<file path="src/rtl/seg_display_scanner.sv">
// seg_display_scanner: eight-digit multiplexed hex display driver.
// x[15:0] shows on digits 7..4, y[15:0] on digits 3..0, latched per frame.
module seg_display_scanner #(
    parameter int REFRESH_DIV = 100000,
    parameter int BLANK_LZ    = 0
) (
    input  logic        Clk,
    input  logic        rst,
    input  logic [31:0] x,
    input  logic [31:0] y,
    input  logic        freeze,
    output logic [6:0]  out7,
    output logic [7:0]  en_out,
    output logic        frame_tick
);

    localparam int CW = $clog2(REFRESH_DIV);
    localparam logic [CW-1:0] DIV_LAST = CW'(REFRESH_DIV - 1);

    logic [CW-1:0] div_cnt;
    logic [2:0]    idx;
    logic [15:0]   sx;
    logic [15:0]   sy;
    logic          div_last;
    logic          frame_wrap;
    logic [15:0]   field;
    logic [3:0]    nib;
    logic          lead_zero;
    logic          blank;
    logic          unused_hi;

    assign unused_hi  = ^{x[31:16], y[31:16]};
    assign div_last   = (div_cnt == DIV_LAST);
    assign frame_wrap = div_last && (idx == 3'd7);
    assign blank      = (BLANK_LZ != 0) && lead_zero;

    function automatic logic [6:0] hex7(input logic [3:0] v);
        logic [6:0] s;
        s = 7'h7F;
        case (v)
            4'h0: s = 7'h40;
            4'h1: s = 7'h79;
            4'h2: s = 7'h24;
            4'h3: s = 7'h30;
            4'h4: s = 7'h19;
            4'h5: s = 7'h12;
            4'h6: s = 7'h02;
            4'h7: s = 7'h78;
            4'h8: s = 7'h00;
            4'h9: s = 7'h10;
            4'hA: s = 7'h08;
            4'hB: s = 7'h03;
            4'hC: s = 7'h46;
            4'hD: s = 7'h21;
            4'hE: s = 7'h06;
            4'hF: s = 7'h0E;
            default: s = 7'h7F;
        endcase
        return s;
    endfunction

    // Refresh divider; the digit index steps on each terminal count.
    always_ff @(posedge Clk or negedge rst) begin
        if (!rst) begin
            div_cnt <= '0;
            idx     <= '0;
        end else if (div_last) begin
            div_cnt <= '0;
            idx     <= idx + 3'd1;
        end else begin
            div_cnt <= div_cnt + CW'(1);
        end
    end

    // Snapshot reloads only as the scan wraps to digit 0, so a frame never tears.
    always_ff @(posedge Clk or negedge rst) begin
        if (!rst) begin
            sx <= '0;
            sy <= '0;
        end else if (frame_wrap && !freeze) begin
            sx <= x[15:0];
            sy <= y[15:0];
        end
    end

    // Select the current nibble and whether it and all higher nibbles are zero.
    always_comb begin
        field     = idx[2] ? sx : sy;
        nib       = 4'h0;
        lead_zero = 1'b0;
        case (idx[1:0])
            2'd0: begin
                nib       = field[3:0];
                lead_zero = 1'b0;
            end
            2'd1: begin
                nib       = field[7:4];
                lead_zero = (field[15:4] == 12'h000);
            end
            2'd2: begin
                nib       = field[11:8];
                lead_zero = (field[15:8] == 8'h00);
            end
            default: begin
                nib       = field[15:12];
                lead_zero = (field[15:12] == 4'h0);
            end
        endcase
    end

    // Registered segment, anode and frame-start outputs.
    always_ff @(posedge Clk or negedge rst) begin
        if (!rst) begin
            out7       <= 7'h7F;
            en_out     <= 8'hFF;
            frame_tick <= 1'b0;
        end else begin
            out7       <= blank ? 7'h7F : hex7(nib);
            en_out     <= ~(8'h01 << idx);
            frame_tick <= (idx == 3'd0) && (div_cnt == '0);
        end
    end

endmodule
</file>
<file path="config.mk">
export PLATFORM = sky130hd
export DESIGN_NAME = seg_display_scanner
export DESIGN_NICKNAME = d
export VERILOG_FILES = /design/src/rtl/seg_display_scanner.sv
export SDC_FILE = /design/constraint.sdc
export NUM_CORES = 1
export LEC_CHECK = 0
export CORE_AREA = 2 2 117 119
export CTS_CLUSTER_DIAMETER = 40
export DETAILED_ROUTE_END_ITERATION = 7
export DIE_AREA = 0 0 119 121
export PLACE_DENSITY = 0.48
export REMOVE_ABC_BUFFERS = 1
export SYNTH_ARGS = -nofsm -noshare
export SYNTH_HDL_FRONTEND = slang
export SYNTH_SLANG_ARGS = --single-unit
</file>
<file path="constraint.sdc">
create_clock -name Clk -period 5.4 [get_ports Clk]
set_input_delay 1.08 -clock Clk [delete_from_list [all_inputs] [get_ports Clk]]
set_output_delay 1.08 -clock Clk [all_outputs]
set_load 0.02 [all_outputs]
</file>
==> results by group <==
STA
  • Final setup viols: 0
  • Final worst slack: between 2000 and 3000 ps
  • RSZ-0062 raised after global routing: no
  • Final hold vios: 0
  • Final Slew Violations: 0
  • Slew margin rel.: about a fifth
  • Layout Skew: around 5.2 ps
  • Final setup TNS: 0 ps
  • Fmax achieved: 347.7 MHz
  • Slew at the pin with the worst max-slew slack: 1174 ps
  • Crit share post-route: 53.27%
  • Final min period: 2876 ps

Power
  • Clock group share of total power: 51.9%
  • Worst IR Drop VDD: 0.1398 mV
  • Sw frac: about a fifth
  • Tot Pwr: 1.135 mW
  • NetSw: 0.2225 mW
  • Comb pwr share: between 3 and 4%
  • Internal: 0.9129 mW
  • PD cells: roughly 270 nW/um^2
  • Register share of total power: 45.0%
  • Leakage: 1.889 nW

Detailed routing
  • Pre-Repair DR Iteration Count: 4
  • Antenna-violating nets left: 0
  • WL final: 6770 um
  • Via count: slightly above 2000
  • Initial DRC count: 87
  • Vias per cell: roughly 4.1
  • Routed length per placed instance: 13.87 um
  • Residual DRC: 0

Synthesis
  • Mapped Area: 3216 sq um
  • Syn Area/Cell: 12.71 sq um
  • Compound-gate portion of the synthesized area: 4.669%
  • Post-synth EDFFs: 0
  • Adder-cell area share of the yosys netlist: 5.837%
  • Mux cell area share after synthesis: a little under a fifth
  • Synth Warn #: 0
  • Register area share after synthesis: 53.50%
  • Ys flop type: dfrtp_1
  • Netlist cell types: 43
  • Synth Instances: between 200 and 300
  • FF+latch count, synth: 68
  • XOR/XNOR Fraction of Synth Area: 4.630%
  • Largest family of logic cells by synthesized area: multiplexers
  • Ys async rst share: 100.0%
  • Synth Area in Simple Gates: 9.455%

Global route
  • GRT overflow: 0
  • GR peak layer: met2
  • M2 GR Usage: 16.27%
  • Vias in the first global route: 2174
  • Met3 usage: between 3 and 4%
  • Total Routing Usage GR: 10.21%
  • Largest net degree at the start of global routing: 69
  • Initial antenna violation count: 0
  • GR Util met1: 13.23%
  • First-pass GRT wire length: 11360 um

CTS
  • H-tree depth: 3
  • CTS buffer count: 9
  • Clock transition at the registers of the reported paths: around 50 ps
  • Clk_lat worst skew: roughly 330 ps
  • Post-CTS Setup Bufs: 0
  • CTS Hold Bufs: 0
  • CTS tree: done
  • Clock sink total: 68
  • CTS Root Buffer Type: clkbuf_16
  • Post-CTS resize count: 0
  • Bufs on Longest Clock Path: 2

Place
  • Post-placement setup slack: 2441 ps
  • Placed Cells incl. Taps: between 400 and 500
  • Placer Congestion: 0.7552
  • PortBufs: 50
  • DP HPWL: around 4700 um

Critical path
  • CP startpoint kind: flop
  • CP top delay family: multiplexers
  • Critical path peak fanout: 12
  • CP Cell Sequence: buf_4, mux2_2, a222oi_1, mux2i_1, or2_1, o22ai_1
  • Arrival time worst endpoint: 3120 ps
  • WS Path Type: reg -> reg
  • Critical Path Start: idx[2]
  • Max stage delay on crit path: 670 ps
  • CP max-delay cell: dfrtp_1
  • Flop2flop setup slack: 2520 ps
  • Buf/Inv on CP: 1
  • WP data required: between 5000 and 6000 ps
  • RR Startpoint: idx[2]
  • Crit path capture type: flop

Floorplan
  • Die footprint: about 14000 sq um
  • Starting density of the core: between 20 and 25%
  • Die height: 121 um
  • Ports: between 80 and 90
  • Die width: approximately 120 um
  • Rows: 42
  • Core area: 13090 sq um

Job
  • Maxcap violations: 0

Final layout
  • Non-filler cells, final: 488
  • Most frequent cells in the layout: dfrtp_1 (53), clkdlybuf4s50_1 (49), mux2_1 (22)
  • # diodes: 0
  • Layout cells sized above 1: 18.27%
  • Area growth syn-to-layout: 30.23%
  • Util after Layout: 32.00%
  • Commonest non-fill, non-tap cell in the layout: dfrtp_1
  • Nets: 389

Outcome
  • Status: completed

Min path
  • Critical hold path startpoint: sx[11]
  • Worst Hold Class: reg -> reg
-- state kept, by name, summed over array words and instances (netlist names) --
name,count
sy,16
frame_tick,1
out7,7
en_out,8
sx,16
div_cnt,17
idx,3
-- cell usage after synthesis, types with 7 or more instances --
master | n | area share, %
ha_1 | 15 | 5.8
inv_1 | 14 | 1.6
dfstp_2 | 15 | 12
nand3_1 | 8 | 1.2
dfrtp_1 | 53 | 41
mux2i_1 | 12 | 3.7
xor2_1 | 7 | 1.9
nor2_1 | 12 | 1.4
nand2_1 | 14 | 1.6
xnor2_1 | 10 | 2.7
mux2_2 | 19 | 6.7
mux2_1 | 22 | 7.7
-- worst paths after layout --
check                             endpoint  cells past startpoint
worst max-delay path               out7[6]                      6
worst min-delay path                sx[11]                      1
worst max register to register     out7[6]                      6
worst min register to register      sx[11]                      1
max in group asynchronous           sx[14]                      2
min in group asynchronous       div_cnt[9]                      2
-- final cells by class --
type | count | area [sq um]
Fill cell | 1300 | 8897
Sequential cell | 68 | 1720
Multi-Input combinational cell | 161 | 1373
Timing Repair Buffer | 53 | 518.0
Clock buffer | 12 | 256.5
Tap cell | 176 | 220.2
Inverter | 14 | 52.55
Clock inverter | 4 | 47.55
-- power groups by stage --
| stage | Clock [mW] | Sequential [mW] | Combinational (mW) |
|---|---|---|---|
| finish | 0.589 | 0.510 | 0.0355 |
| global route | 0.633 | 0.510 | 0.0396 |
| CTS | 0.612 | 0.510 | 0.0373 |
| detailed placement | 0 | 0.519 | 0.0370 |
| global placement | 0 | 0.519 | 0.0368 |
| floorplan | 0 | 0.519 | 0.000227 |
-- kinds of logic (layout without fill, tap and decap cells) --
| logic type | count (synthesis) | count (layout) |
|---|---|---|
| adders and majority gates | 15 | 15 |
| and+or+nand+nor | 55 | 55 |
| muxes | 53 | 53 |
| DFF | 68 | 68 |
| AOI/OAI and AO/OA | 21 | 21 |
| xor gates and xnor gates | 17 | 17 |
| buffers and inverters | 24 | 83 |
-- worst register-to-register path, stage by stage, from the launching register on --
cell and delay [ps]:
dfrtp_1 670, buf_4 300, mux2_2 360, a222oi_1 420, mux2i_1 460, or2_1 400, o22ai_1 190
-- through the flow --
step	area, sq um	hold WS (ps)
2_1_floorplan	3146	452.2
3_3_place_gp	3884	463.4
3_5_place_dp	3884	472.0
4_1_cts	4188	484.5
5_1_grt	4188	493.1
6_report	4188	478.7
-- layer usage --
metal | up-vias | part of all wire (%) | routed length [um]
met3 | 5 | 4.5 | 303
met2 | 38 | 47 | 3208
li1 | 997 | - | -
met1 | 985 | 47 | 3200
met5 | - | 0 | 0
met4 | 0 | 0.84 | 57
(Power assumes the default switching activity.)
